[config.mk]
export PLATFORM = sky130hd
export DESIGN_NAME = cpu_instr_sequencer_flat
export DESIGN_NICKNAME = d
export VERILOG_FILES = /design/src/rtl/cpu_instr_sequencer_pkg.sv /design/src/rtl/cpu_instr_sequencer_if.sv /design/src/rtl/cpu_instr_sequencer_prog_mem.sv /design/src/rtl/cpu_instr_sequencer.sv /design/src/flat_wrapper.sv
export SDC_FILE = /design/constraint.sdc
export NUM_CORES = 1
export LEC_CHECK = 0
export ABC_CLOCK_PERIOD_IN_PS = 3200
export CAP_MARGIN = 0
export CORE_MARGIN = 1.5
export CORE_UTILIZATION = 45
export DETAILED_ROUTE_END_ITERATION = 8
export GPL_TIMING_DRIVEN = 0
export SLEW_MARGIN = 10
export SYNTH_ARGS = -nofsm -noshare
export SYNTH_HDL_FRONTEND = slang
export SYNTH_SLANG_ARGS = --single-unit
[constraint.sdc]
create_clock -name clk -period 3.2 [get_ports clk]
set_clock_uncertainty 0.2 [all_clocks]
set_input_delay 0.64 -clock clk [delete_from_list [all_inputs] [get_ports clk]]
set_output_delay 0.64 -clock clk [all_outputs]
set_load 0.005 [all_outputs]
[src/rtl/cpu_instr_sequencer_pkg.sv]
// cpu_pkg: shared constants and types for the cpu instruction sequencer.
// Holds the instruction word layout, opcode values, the sequencer state
// enum and a small decode helper. No ports.
package cpu_pkg;

  localparam int INSTR_W = 13;
  localparam int DATA_W  = 8;
  localparam int REG_W   = 3;

  // Field positions. Immediate form: [12]=1, [11:9] rd, [8]=0, [7:0] imm.
  // Register form: [12]=0, [11:9] ra, [8:6] rb, [5:3] rd, [2:0] op.
  localparam int MODE_BIT   = 12;
  localparam int RD_I_MSB   = 11;
  localparam int RD_I_LSB   = 9;
  localparam int IMM_MSB    = 7;
  localparam int IMM_LSB    = 0;
  localparam int RA_MSB     = 11;
  localparam int RA_LSB     = 9;
  localparam int RB_MSB     = 8;
  localparam int RB_LSB     = 6;
  localparam int RD_R_MSB   = 5;
  localparam int RD_R_LSB   = 3;
  localparam int OP_MSB     = 2;
  localparam int OP_LSB     = 0;

  localparam logic [REG_W-1:0] OP_NOP = 3'b000;
  localparam logic [REG_W-1:0] OP_MOV = 3'b001;
  localparam logic [REG_W-1:0] OP_ADD = 3'b010;
  localparam logic [REG_W-1:0] OP_SUB = 3'b011;
  localparam logic [REG_W-1:0] OP_AND = 3'b100;
  localparam logic [REG_W-1:0] OP_OR  = 3'b101;
  localparam logic [REG_W-1:0] OP_XOR = 3'b110;
  localparam logic [REG_W-1:0] OP_SHL = 3'b111;

  localparam logic [INSTR_W-1:0] INSTR_NOP = '0;

  typedef enum logic [1:0] {
    IDLE  = 2'd0,
    FETCH = 2'd1,
    HOLD  = 2'd2,
    DONE  = 2'd3
  } seq_state_e;

  // A register-mode word with a non-zero op produces a result on the cpu.
  function automatic logic is_alu(input logic mode, input logic [REG_W-1:0] op);
    return !mode && (op != OP_NOP);
  endfunction

endpackage

[src/rtl/cpu_instr_sequencer_if.sv]
// Bus between a program/controller side (master) and the instruction
// sequencer (slave).
//   prog_we/prog_addr/prog_data : program memory write port
//   prog_len                    : run length, sampled on start
//   start/stop                  : run control
//   result_in                   : cpu result bus
//   instr/busy/done/result/result_valid/pc : sequencer outputs
interface cpu_instr_sequencer_if #(
  parameter int DEPTH = 16
);
  import cpu_pkg::*;

  localparam int AW = $clog2(DEPTH);

  logic               prog_we;
  logic [AW-1:0]      prog_addr;
  logic [INSTR_W-1:0] prog_data;
  logic [AW:0]        prog_len;
  logic               start;
  logic               stop;
  logic [DATA_W-1:0]  result_in;
  logic [INSTR_W-1:0] instr;
  logic               busy;
  logic               done;
  logic [DATA_W-1:0]  result;
  logic               result_valid;
  logic [AW-1:0]      pc;

  modport master (
    output prog_we, prog_addr, prog_data, prog_len, start, stop, result_in,
    input  instr, busy, done, result, result_valid, pc
  );

  modport slave (
    input  prog_we, prog_addr, prog_data, prog_len, start, stop, result_in,
    output instr, busy, done, result, result_valid, pc
  );

endinterface

[src/rtl/cpu_instr_sequencer_prog_mem.sv]
// instr_prog_mem: DEPTH x 13 program store, one write port and one
// synchronous read port. The read register doubles as the instruction
// output register: clr forces it to NOP, re loads mem[raddr], otherwise
// it holds. Contents are never reset.
//   clk         : clock
//   we/waddr/wdata : write port
//   re/raddr    : synchronous read
//   clr         : load NOP into the read register (wins over re)
//   rdata       : registered read data
module instr_prog_mem
  import cpu_pkg::*;
#(
  parameter int DEPTH = 16
) (
  input  logic                       clk,
  input  logic                       we,
  input  logic [$clog2(DEPTH)-1:0]   waddr,
  input  logic [INSTR_W-1:0]         wdata,
  input  logic                       re,
  input  logic [$clog2(DEPTH)-1:0]   raddr,
  input  logic                       clr,
  output logic [INSTR_W-1:0]         rdata
);

  logic [INSTR_W-1:0] mem_q [DEPTH];
  logic [INSTR_W-1:0] rdata_q;

  always_ff @(posedge clk) begin
    if (we) mem_q[waddr] <= wdata;
  end

  always_ff @(posedge clk) begin
    if (clr)     rdata_q <= INSTR_NOP;
    else if (re) rdata_q <= mem_q[raddr];
  end

  assign rdata = rdata_q;

endmodule

[src/rtl/cpu_instr_sequencer.sv]
// cpu_instr_sequencer: plays a loaded program onto the cpu instruction bus,
// holding each word for its class's cycle count, capturing the cpu result
// after ALU words and pulsing done at the end of a run.
//   clk   : clock, rising edge
//   reset : synchronous, active-low
//   bus   : slave side of cpu_instr_sequencer_if (program port, run
//           control, result_in, and all sequencer outputs)
//
// state | meaning
// IDLE  | waiting; program writes and start accepted
// FETCH | memory read of mem[pc], instr=NOP
// HOLD  | fetched word on instr for IMM_CYCLES / ALU_CYCLES cycles
// DONE  | one-cycle done pulse, then IDLE
module cpu_instr_sequencer
  import cpu_pkg::*;
#(
  parameter int DEPTH      = 16,
  parameter int IMM_CYCLES = 1,
  parameter int ALU_CYCLES = 2
) (
  input  logic                 clk,
  input  logic                 reset,
  cpu_instr_sequencer_if.slave bus
);

  localparam int AW   = $clog2(DEPTH);
  localparam int LW   = AW + 1;
  localparam int MAXH = (IMM_CYCLES > ALU_CYCLES) ? IMM_CYCLES : ALU_CYCLES;
  localparam int CW   = $clog2(MAXH + 1);

  seq_state_e         state_q;
  logic [AW-1:0]      pc_q;
  logic [LW-1:0]      len_q;
  logic [CW-1:0]      cnt_q, cnt_d;
  logic               first_q;
  logic               busy_q;
  logic               done_q;
  logic [DATA_W-1:0]  result_q;
  logic               rv_q;

  logic [INSTR_W-1:0] instr_w;
  logic [CW-1:0]      hold_len, cnt_cur;
  logic               last_hold, hold_keep;
  logic               mem_we, mem_re, mem_clr;
  logic [LW-1:0]      start_len;

  // The fetched word is only visible once HOLD begins, so the hold count is
  // taken from it on the first HOLD cycle and counted down from there.
  always_comb begin
    hold_len  = instr_w[MODE_BIT] ? CW'(IMM_CYCLES) : CW'(ALU_CYCLES);
    cnt_cur   = first_q ? hold_len : cnt_q;
    cnt_d     = cnt_cur - CW'(1);
    last_hold = (state_q == HOLD) && (cnt_cur == CW'(1));
    hold_keep = (state_q == HOLD) && !last_hold && !bus.stop;
    mem_re    = (state_q == FETCH) && !bus.stop;
    mem_clr   = !reset || !(mem_re || hold_keep);
    mem_we    = reset && (state_q == IDLE) && bus.prog_we;
    start_len = (bus.prog_len > LW'(DEPTH)) ? LW'(DEPTH) : bus.prog_len;
  end

  instr_prog_mem #(.DEPTH(DEPTH)) u_mem (
    .clk   (clk),
    .we    (mem_we),
    .waddr (bus.prog_addr),
    .wdata (bus.prog_data),
    .re    (mem_re),
    .raddr (pc_q),
    .clr   (mem_clr),
    .rdata (instr_w)
  );

  always_ff @(posedge clk) begin
    if (!reset) begin
      state_q  <= IDLE;
      pc_q     <= '0;
      len_q    <= '0;
      cnt_q    <= '0;
      first_q  <= 1'b0;
      busy_q   <= 1'b0;
      done_q   <= 1'b0;
      result_q <= '0;
      rv_q     <= 1'b0;
    end else begin
      done_q <= 1'b0;
      rv_q   <= 1'b0;
      case (state_q)
        IDLE: begin
          if (bus.start) begin
            len_q  <= start_len;
            pc_q   <= '0;
            busy_q <= 1'b1;
            if (start_len == '0) begin
              state_q <= DONE;
              done_q  <= 1'b1;
            end else begin
              state_q <= FETCH;
            end
          end
        end
        FETCH: begin
          if (bus.stop) begin
            state_q <= IDLE;
            busy_q  <= 1'b0;
          end else begin
            state_q <= HOLD;
            first_q <= 1'b1;
          end
        end
        HOLD: begin
          if (bus.stop) begin
            state_q <= IDLE;
            busy_q  <= 1'b0;
          end else begin
            first_q <= 1'b0;
            cnt_q   <= cnt_d;
            if (last_hold) begin
              if (is_alu(instr_w[MODE_BIT], instr_w[OP_MSB:OP_LSB])) begin
                result_q <= bus.result_in;
                rv_q     <= 1'b1;
              end
              pc_q <= pc_q + AW'(1);
              if (LW'(pc_q) == len_q - LW'(1)) begin
                state_q <= DONE;
                done_q  <= 1'b1;
              end else begin
                state_q <= FETCH;
              end
            end
          end
        end
        DONE: begin
          state_q <= IDLE;
          busy_q  <= 1'b0;
        end
        default: begin
          state_q <= IDLE;
          busy_q  <= 1'b0;
        end
      endcase
    end
  end

  assign bus.instr        = instr_w;
  assign bus.busy         = busy_q;
  assign bus.done         = done_q;
  assign bus.result       = result_q;
  assign bus.result_valid = rv_q;
  assign bus.pc           = pc_q;

endmodule

[src/flat_wrapper.sv]
// flat-port wrapper written by rule: the top's interface ports become plain ports
module cpu_instr_sequencer_flat import cpu_pkg::*;
#(
  parameter int DEPTH      = 16,
  parameter int IMM_CYCLES = 1,
  parameter int ALU_CYCLES = 2
)
  (clk, reset, bus_prog_we, bus_prog_addr, bus_prog_data, bus_prog_len, bus_start, bus_stop, bus_result_in, bus_instr, bus_busy, bus_done, bus_result, bus_result_valid, bus_pc);
  cpu_instr_sequencer_if #(.DEPTH(DEPTH)) bus_i ();
  input  logic clk;
  input  logic reset;
  input wire logic [$bits(bus_i.prog_we)-1:0] bus_prog_we;
  input wire logic [$bits(bus_i.prog_addr)-1:0] bus_prog_addr;
  input wire logic [$bits(bus_i.prog_data)-1:0] bus_prog_data;
  input wire logic [$bits(bus_i.prog_len)-1:0] bus_prog_len;
  input wire logic [$bits(bus_i.start)-1:0] bus_start;
  input wire logic [$bits(bus_i.stop)-1:0] bus_stop;
  input wire logic [$bits(bus_i.result_in)-1:0] bus_result_in;
  output wire logic [$bits(bus_i.instr)-1:0] bus_instr;
  output wire logic [$bits(bus_i.busy)-1:0] bus_busy;
  output wire logic [$bits(bus_i.done)-1:0] bus_done;
  output wire logic [$bits(bus_i.result)-1:0] bus_result;
  output wire logic [$bits(bus_i.result_valid)-1:0] bus_result_valid;
  output wire logic [$bits(bus_i.pc)-1:0] bus_pc;
  assign bus_i.prog_we = bus_prog_we;
  assign bus_i.prog_addr = bus_prog_addr;
  assign bus_i.prog_data = bus_prog_data;
  assign bus_i.prog_len = bus_prog_len;
  assign bus_i.start = bus_start;
  assign bus_i.stop = bus_stop;
  assign bus_i.result_in = bus_result_in;
  assign bus_instr = bus_i.instr;
  assign bus_busy = bus_i.busy;
  assign bus_done = bus_i.done;
  assign bus_result = bus_i.result;
  assign bus_result_valid = bus_i.result_valid;
  assign bus_pc = bus_i.pc;
  cpu_instr_sequencer #(.DEPTH(DEPTH), .IMM_CYCLES(IMM_CYCLES), .ALU_CYCLES(ALU_CYCLES)) u_core (.clk(clk), .reset(reset), .bus(bus_i));
endmodule
==> results of run 1 <==
-- cells by family after synthesis --
kind of cell,count (synthesis)
fa+ha+maj,6
simple gates,76
mux,92
buf+inv,32
compound gates,50
xor+xnor,6
flops,246
-- worst max-delay path: cells and delay by family --
family / cells / cell delay (ns)
AND/OR/NAND/NOR: 3 / 1.17
buffers and inverters: 2 / 0.88
-- final timing paths --
| path | start | end | slack (ns) | depth (start not counted) |
|---|---|---|---|---|
| worst min register to register | u_core.bus.result[5]$_SDFFE_PN0P_ | u_core.bus.result[5]$_SDFFE_PN0P_ | 0.29 | 2 |
| worst min-delay path | u_core.bus.result[5]$_SDFFE_PN0P_ | u_core.bus.result[5]$_SDFFE_PN0P_ | 0.29 | 2 |
| worst max-delay path | reset | u_core.u_mem.mem_q[0][8]$_DFFE_PP_ | 0.51 | 5 |
| worst max register to register | u_core.state_q[0]$_SDFFE_PN0P_ | u_core.u_mem.mem_q[0][8]$_DFFE_PP_ | 0.52 | 7 |
-- cell usage after synthesis, types with 5 or more instances --
master	number	area, sq um
inv_1	8	30.0
mux2_2	7	78.8
buf_2	9	45.0
nor3_1	9	45.0
a22oi_1	6	45.0
nand2_1	6	22.5
clkbuf_1	6	22.5
o21ai_0	9	45.0
o21ai_1	7	35.0
nor3b_1	5	37.5
ha_1	6	75.1
a22oi_2	7	87.6
nand3_1	6	30.0
edfxtp_1	208	6250
mux2i_1	26	260
mux4_2	49	1100
a21oi_1	9	45.0
dfxtp_1	38	761
nand2b_1	5	31.3
mux2_4	7	105
nor2_1	32	120
-- sequential cells by signal, summed over array words and instances, names as in the netlist --
name	count
u_core.first_q	1
u_core.bus.result_valid	1
u_core.state_q	2
u_core.bus.pc	4
u_core.bus.result	8
u_core.u_mem.mem_q	208
u_core.bus.busy	1
u_core.len_q	5
u_core.bus.done	1
u_core.u_mem.rdata	13
u_core.cnt_q	2
-- metal layers --
metal | routed length (microns) | part of all wire, % | vias to the layer above
met4 | 380 | 1.8 | 0
met5 | 0 | 0 | -
met1 | 8740 | 42 | 2585
met2 | 10300 | 50 | 143
met3 | 1120 | 5.4 | 25
li1 | - | - | 2252
-- where the power goes --
| group | total, mW | leakage (nW) | switching, mW | internal [mW] |
|---|---|---|---|---|
| clock network | 2.70 | 0.369 | 1.12 | 1.58 |
| registers | 3.61 | 2.18 | 0.0524 | 3.56 |
| logic | 0.741 | 1.08 | 0.397 | 0.344 |
| total | 7.05 | 3.63 | 1.57 | 5.48 |
-- stage by stage --
step                      instance area (sq um)  setup TNS (ns)  power [mW]
after floorplan                            9670               0        4.14
after global placement                    10600          -92.29        4.38
after detailed placement                  10900          -0.154        4.42
after CTS                                 11600               0        7.11
after global routing                      11600               0        7.30
final                                     11600               0        7.05
-- layout make-up --
| type | instances | area share (%) |
|---|---|---|
| Tap cell | 275 | 2.97 |
| Clock inverter | 13 | 0.938 |
| Multi-Input combinational cell | 230 | 21.9 |
| Inverter | 8 | 0.259 |
| Timing Repair Buffer | 75 | 6.77 |
| Sequential cell | 246 | 60.4 |
| Clock buffer | 29 | 5.52 |
| Buffer | 24 | 1.26 |
==> results.cfg, run 1 <==
[worst_setup_path]
max_stage_delay_ns = 0.64
path_cells = clkdlybuf4s50_1 > nand3_1 > or3_1 > nor3_2 > buf_6
cp-end-kind = register
cp_max_fo = 8
crit_slowest_cell = clkdlybuf4s50_1
start_kind = input pin
cp_data_required_time_ns = 3.21
crit_arrival_ns = 2.70
path_class = input pin to register

[drt]
drc = 0
avgRoutedWirePerCell_microns = 22.8
ant_nets = 0
viasPerCell = 5.56
vias = 5005
drt_iter0_drc = 254
drt-total-wl_microns = 20600
drt_first_pass_iters = 4

[logic_synthesis]
synth_nets = 549
synth_fa_ha_area_share_pct = 0.776
synth-xor-area-share_pct = 0.543
synth_cell_type_count = 43
synthMuxAreaShare_pct = 16.8
synth-async-reset-ratio_pct = 0
syn_inst = 508
ys_ff_latch = 246
synthSimpleGateAreaFrac_pct = 3.98
synth_edf_count = 208
synthFlopType = edfxtp_1
syn_area_per_cell_sq_um = 19.0
ys_seq_area_share_pct = 72.4
synth-warning-count = 0
synth_top_family_by_area = multiplexers
synth_compound_area_share_pct = 3.62
synthesis.area_sq_um = 9670

[place]
dp_cells = 858
pre_cts_ws_ns = -0.0224
dp_hpwl_microns = 14000
port_buffers = 62
gp_congestion = 0.819

[clocking]
root_buffer = clkbuf_16
numCtsBuffers = 25
hold_buffers = 0
cts_max_level = 1
post_cts_buffers = 0
path_clk_slew_ns = 0.06
cts_buffer_depth = 3
tritoncts = built
cts_sinks = 246
ctsResizeCount = 0
clk_latency_ns = 0.50

[final_layout]
area_growth_pct = 19.9
drive_gt1_share_pct = 23.8
mostFrequentLayoutCells = 208 x edfxtp_1, 62 x clkdlybuf4s50_1, 49 x mux4_2
diodes = 0
multi_input_area_sq_um = 2540
layout_commonest_cell = edfxtp_1
postLayoutCoreUtil_pct = 55.2
fillerInstances = 1618
regArea_sq_um = 7010
stdcell_count = 900
finalNetCount = 651

[sta]
final.setup.worst_slack_ns = 0.508
fin_crit_sh_pct = 84.1
fin_crit_ns = 2.69
setup_viol = 0
worst-slew-pin-transition_ns = 0.887
hold_violations = 0
grt_setup_unrepaired = no
fmax_mhz = 372
slew_violations = 0
whs_ns = 0.294
slew_headroom_pct = 40.8

[die]
dieArea_sq_um = 22400
num_rows = 53
core_sq_um = 21000
die_w_microns = 150
io_pins = 63
die-height_microns = 150
floorplan.initialDensity_pct = 46.0

[global_route]
met1_usage_pct = 25.3
use_met3_pct = 2.47
gr-total-overflow = 0
grt_pass1_vias = 5301
grt_pass1_wl_microns = 31100
grt_use_met2_pct = 33.2
grtUsageTotal_pct = 19.0
grt_busiest_layer = met2
grt_max_degree = 17
antenna_found_initial = 0

[power]
ir_drop_v = 0.000304
p_leak_nw = 3.63
power_density_nw_per_um2 = 608

[flow_run]
drv_cap = 0

[min_path]
hold_path.class = register to register

[outcome]
status = completed
Power figures use the tool's default switching activity.
==> run 2, diff against run 1 <==
--- a/config.mk
+++ b/config.mk
@@ -5,12 +5,13 @@
 export SDC_FILE = /design/constraint.sdc
 export NUM_CORES = 1
 export LEC_CHECK = 0
-export ABC_CLOCK_PERIOD_IN_PS = 3200
+export ABC_CLOCK_PERIOD_IN_PS = 2200
 export CAP_MARGIN = 0
 export CORE_MARGIN = 1.5
 export CORE_UTILIZATION = 45
 export DETAILED_ROUTE_END_ITERATION = 8
 export GPL_TIMING_DRIVEN = 0
+export PLACE_DENSITY = 0.66
 export SLEW_MARGIN = 10
 export SYNTH_ARGS = -nofsm -noshare
 export SYNTH_HDL_FRONTEND = slang
==> constraint.sdc (replaced) <==
create_clock -name clk -period 2.2 [get_ports clk]
set_clock_uncertainty 0.2 [all_clocks]
set_input_delay 0.44 -clock clk [delete_from_list [all_inputs] [get_ports clk]]
set_output_delay 0.44 -clock clk [all_outputs]
set_load 0.005 [all_outputs]
==> run 2 against run 1 <==
  * Sequential power is 46% higher
  * Worst setup slack worse by 0.45 ns
  * Critical path depth is 3 higher
  * Power is 56% higher
  * Non-clock buffer count is 12 higher
  * Register-to-register slack worse by 0.46 ns
  * Routed wire length is 3.0% higher
  * Die area stayed put
  * Critical endpoint is now u_core.u_mem.mem_q[4][10]$_DFFE_PP_
  * Core utilization is 3.4 points higher
  * Sequential share of layout area is 3.4 points lower
==> results.cfg, run 2 (same netlist as run 1, synthesis figures left out) <==
[final_layout]
regMostFlops = u_core.u_mem.mem_q
finalNetCount = 663
largest_reg_flops = 208
drive_gt1_share_pct = 30.0
postLayoutCoreUtil_pct = 58.6
stdcell_count = 915
fillerInstances = 1530
final_area_sq_um = 12300
regArea_sq_um = 7020
multi_input_area_sq_um = 2730
layout_commonest_cell = edfxtp_1
area_growth_pct = 27.3
mostFrequentLayoutCells = 208 x edfxtp_1, 61 x clkdlybuf4s50_1, 49 x mux4_2

[place]
gp_congestion = 0.811
place_area_sq_um = 10700
dp_cells = 845
port_buffers = 62
dp_hpwl_microns = 12800

[power]
pwr-share-comb_pct = 12.0
p_int_mw = 8.62
p_sw_mw = 2.40
swShare_pct = 21.8
ir_drop_v = 0.000713
power_density_nw_per_um2 = 895
clkPwrFrac_pct = 40.2
power_frac_seq_pct = 47.8
p_leak_nw = 3.89

[sta]
worst-slew-pin-transition_ns = 0.608
fmax_mhz = 467
slew_violations = 0
hold_violations = 0
whs_ns = 0.203
fin_crit_sh_pct = 97.3
setup_viol = 0
slew_headroom_pct = 59.3
fin_crit_ns = 2.14

[global_route]
antenna_found_initial = 0
grt_max_degree = 17
grt_pass1_vias = 5297
gr-total-overflow = 0
grtUsageTotal_pct = 18.9
grt_pass1_wl_microns = 30900

[worst_setup_path]
cp_max_fo = 6
worstRegToRegCells = 8
start_kind = register
crit_family = simple AND/OR/NAND/NOR gates
cp-end-kind = register
path_cells = inv_4 > ha_4 > buf_6 > nand3_4 > or3_4 > buf_6 > nor2_4 > clkbuf_16
path_buf_inv = 4
path_depth = 8
path_class = register to register
crit_slowest_cell = or3_4
crit_arrival_ns = 2.16
crit_top_cell = buf_6
max_stage_delay_ns = 0.44
cp_data_required_time_ns = 2.22

[outcome]
status = completed

[die]
num_rows = 53
floorplan.initialDensity_pct = 46.0
core_sq_um = 21000
io_pins = 63
die-height_microns = 150
die_w_microns = 150
dieArea_sq_um = 22400

[clocking]
tritoncts = built
root_buffer = clkbuf_16
numCtsBuffers = 25
clk_latency_ns = 0.51
cts_max_level = 1
cts_sinks = 246
path_clk_slew_ns = 0.06
cts_buffer_depth = 3

[drt]
drt_first_pass_iters = 4
drt-total-wl_microns = 21200
viasPerCell = 5.59
drt_iter0_drc = 360
drc = 0
avgRoutedWirePerCell_microns = 23.1
vias = 5116
ant_nets = 0

[min_path]
hold_path.class = input pin to register
hold_path_depth = 2

[flow_run]
drv_cap = 0
run 2: changes by cell type in the layout (fill, tap and decap cells not counted), moves of 5 or more:
cell	delta
dfxtp_1	-6
buf_2	-6
nor2_2	-12
buf_4	+7
mux2i_1	-5
nor2_4	+12
buf_6	-9
buf_12	+20
mux2i_2	+5
buf_8	-6
run 2: layer usage:
layer | part of all wire (%) | GRT usage [%] | vias up
met5 | 0 | 0 | -
met4 | 2.5 | 5.89 | 0
met3 | 5.6 | 2.62 | 38
met2 | 49 | 31.6 | 161
met1 | 43 | 25.8 | 2628
li1 | - | - | 2289
run 2: through the flow:
stage | TNS [ns] | power (mW) | setup slack [ns]
6_report | 0 | 11.0 | 0.0604
5_1_grt | -0.0464 | 11.4 | -0.00918
4_1_cts | -8.35 | 10.9 | -0.232
3_5_place_dp | -158.51 | 6.41 | -0.835
3_3_place_gp | -217.45 | 6.37 | -1.18
2_1_floorplan | -6.00 | 6.02 | -0.163
run 2: path summary, 6_finish.rpt:
| kind | slack [ns] | startpoint | to |
|---|---|---|---|
| max | 0.06 | u_core.state_q[1]$_SDFFE_PN0P_ | u_core.u_mem.mem_q[4][10]$_DFFE_PP_ |
| min | 0.20 | reset | u_core.bus.result_valid$_SDFF_PP0_ |
| max reg2reg | 0.06 | u_core.state_q[1]$_SDFFE_PN0P_ | u_core.u_mem.mem_q[4][10]$_DFFE_PP_ |
| min reg2reg | 0.30 | u_core.bus.result[1]$_SDFFE_PN0P_ | u_core.bus.result[1]$_SDFFE_PN0P_ |
run 2: timing repair:
action,4_1_cts,5_1_grt
buffers inserted,14,8
cloned,0,4
hold buffers,0,0
resized for setup,35,40
endpoints found under the setup margin,228,168
pin swaps,12,8
run 2: layout make-up:
class                           instances  share of cell area [%]
Buffer                                 23                    1.90
Sequential cell                       246                    57.0
Timing Repair Buffer                   88                    8.86
Clock inverter                         14                    1.78
Clock buffer                           30                    5.23
Inverter                                8                   0.284
Multi-Input combinational cell        230                    22.2
Antenna cell                            1                  0.0203
Tap cell                              275                    2.79
run 2: power groups by stage:
stage | sequential, mW | combinational [mW] | clock, mW
after floorplan | 5.32 | 0.695 | 0
final | 5.27 | 1.32 | 4.43
after global placement | 5.34 | 1.03 | 0
after global routing | 5.28 | 1.44 | 4.70
after CTS | 5.25 | 1.15 | 4.52
after detailed placement | 5.34 | 1.07 | 0
==> run 3, diff against run 2 <==
--- a/config.mk
+++ b/config.mk
@@ -10,8 +10,8 @@
 export CORE_MARGIN = 1.5
 export CORE_UTILIZATION = 45
 export DETAILED_ROUTE_END_ITERATION = 8
+export DONT_BUFFER_PORTS = 1
 export GPL_TIMING_DRIVEN = 0
-export PLACE_DENSITY = 0.66
 export SLEW_MARGIN = 10
 export SYNTH_ARGS = -nofsm -noshare
 export SYNTH_HDL_FRONTEND = slang
==> run 3 against run 2 <==
  * Critical endpoint is now u_core.u_mem.mem_q[0][11]$_DFFE_PP_
  * Non-clock buffer count shrank 34
  * Flip-flop and latch count unchanged
  * Worst hold slack lost 0.17 ns
  * Die area is the same
  * Clock power grew 1%
  * Sequential share of layout area grew 2.2 points
==> results.cfg, run 3 (same netlist as run 1, synthesis figures left out) <==
[outcome]
status = completed

[sta]
slew_violations = 0
whs_ns = 0.0329
slew_headroom_pct = 56.9
fin_crit_sh_pct = 99.5
fin_crit_ns = 2.19
final.setup.worst_slack_ns = 0.0113
hold_violations = 0
worst-slew-pin-transition_ns = 0.644
fmax_mhz = 457
setup_viol = 0

[global_route]
grt_max_degree = 17
grt_pass1_wl_microns = 31000
antenna_found_initial = 0
grtUsageTotal_pct = 19.2
gr-total-overflow = 0
grt_pass1_vias = 5207

[final_layout]
regArea_sq_um = 7020
diodes = 0
layout_commonest_cell = edfxtp_1
regMostFlops = u_core.u_mem.mem_q
finalNetCount = 630
mostFrequentLayoutCells = 208 x edfxtp_1, 49 x mux4_2, 34 x dfxtp_1
drive_gt1_share_pct = 31.4
largest_reg_flops = 208
final_area_sq_um = 11900
multi_input_area_sq_um = 2690
area_growth_pct = 22.5
fillerInstances = 1581

[flow_run]
drv_cap = 0

[clocking]
cts_max_level = 1
numCtsBuffers = 26
cts_buffer_depth = 3
tritoncts = built
path_clk_slew_ns = 0.06
cts_sinks = 246
root_buffer = clkbuf_16
clk_latency_ns = 0.53

[drt]
drc = 0
vias = 4977
viasPerCell = 5.64
avgRoutedWirePerCell_microns = 24.1
drt-total-wl_microns = 21300
drt_iter0_drc = 269
drt_first_pass_iters = 4
ant_nets = 0

[die]
core_sq_um = 21000
dieArea_sq_um = 22400
io_pins = 63
num_rows = 53
die-height_microns = 150
die_w_microns = 150
floorplan.initialDensity_pct = 46.0

[place]
port_buffers = 0
dp_hpwl_microns = 13000
pre_cts_ws_ns = -0.524
gp_congestion = 0.874
place_area_sq_um = 10200

[power]
ir_drop_v = 0.000907
p_leak_nw = 3.73
power_density_nw_per_um2 = 926

[worst_setup_path]
cp_data_required_time_ns = 2.25
crit_arrival_ns = 2.24
path_buf_inv = 3
reg2reg_from = u_core.state_q[1]$_SDFFE_PN0P_
cp_max_fo = 6
path_class = register to register
crit_path_start = u_core.state_q[1]$_SDFFE_PN0P_
crit_slowest_cell = or3_4
cp-end-kind = register
path_cells = inv_2 > ha_2 > buf_6 > nand3_2 > or3_4 > nor3_4 > clkbuf_16
start_kind = register
max_stage_delay_ns = 0.39
crit_family = simple AND/OR/NAND/NOR gates

[min_path]
hold_path.class = input pin to register
worstHoldStart = bus_prog_len[3]
-- run 3: through the flow --
| stage | cells | utilization, % | TNS (ns) | total power [mW] |
|---|---|---|---|---|
| 6_report | 883 | 56.4 | 0 | 11.0 |
| 5_1_grt | 883 | 56.4 | -0.116 | 11.3 |
| 4_1_cts | 870 | 55.0 | -3.44 | 10.9 |
| 3_5_place_dp | 788 | 48.3 | -50.28 | 6.24 |
| 3_3_place_gp | 783 | 47.8 | -126.35 | 6.20 |
| 2_1_floorplan | 508 | - | -6.00 | 6.02 |
-- run 3: power breakdown --
| group | internal [mW] | switching, mW |
|---|---|---|
| Clock | 2.75 | 1.75 |
| Combinational | 0.577 | 0.628 |
| Sequential | 5.18 | 0.0905 |
| Total | 8.50 | 2.47 |
-- run 3: per-layer routing --
layer	vias to the layer above	track usage [%]	wire, microns
met5	-	0	0
met2	170	31.5	10400
met3	40	4.76	1560
met1	2547	25.5	8920
met4	0	5.20	491
li1	2220	-	-
-- run 3: worst paths after layout --
| kind | cells after the start | slack [ns] | endpoint |
|---|---|---|---|
| worst min register to register | 2 | 0.32 | u_core.bus.result[6]$_SDFFE_PN0P_ |
| worst min-delay path | 3 | 0.03 | u_core.len_q[3]$_SDFFE_PN0P_ |
| worst max-delay path | 7 | 0.01 | u_core.u_mem.mem_q[0][11]$_DFFE_PP_ |
| worst max register to register | 7 | 0.01 | u_core.u_mem.mem_q[0][11]$_DFFE_PP_ |
-- run 3: layout make-up --
class,count,share of cell area [%]
clock buffer,30,5.62
sequential,246,59.2
multi-input combinational,230,22.7
inverter,8,0.253
buffer,23,1.92
clock inverter,17,1.83
tap,275,2.90
timing repair buffer,54,5.57
-- run 3: worst reg2reg max path, stage by stage (launching register included) --
cell       delay [ns]
dfxtp_4          0.36
inv_2            0.07
ha_2             0.18
buf_6            0.11
nand3_2          0.06
or3_4            0.39
nor3_4           0.31
clkbuf_16        0.24
-- run 3: timing repair --
item                       CTS  global route
hold buffers                29             2
gates resized for setup     31            33
hold endpoints to repair   228             1
setup endpoints to repair  189           121
pin swaps                    8             9
cloned                       0             2
setup buffers                6            11
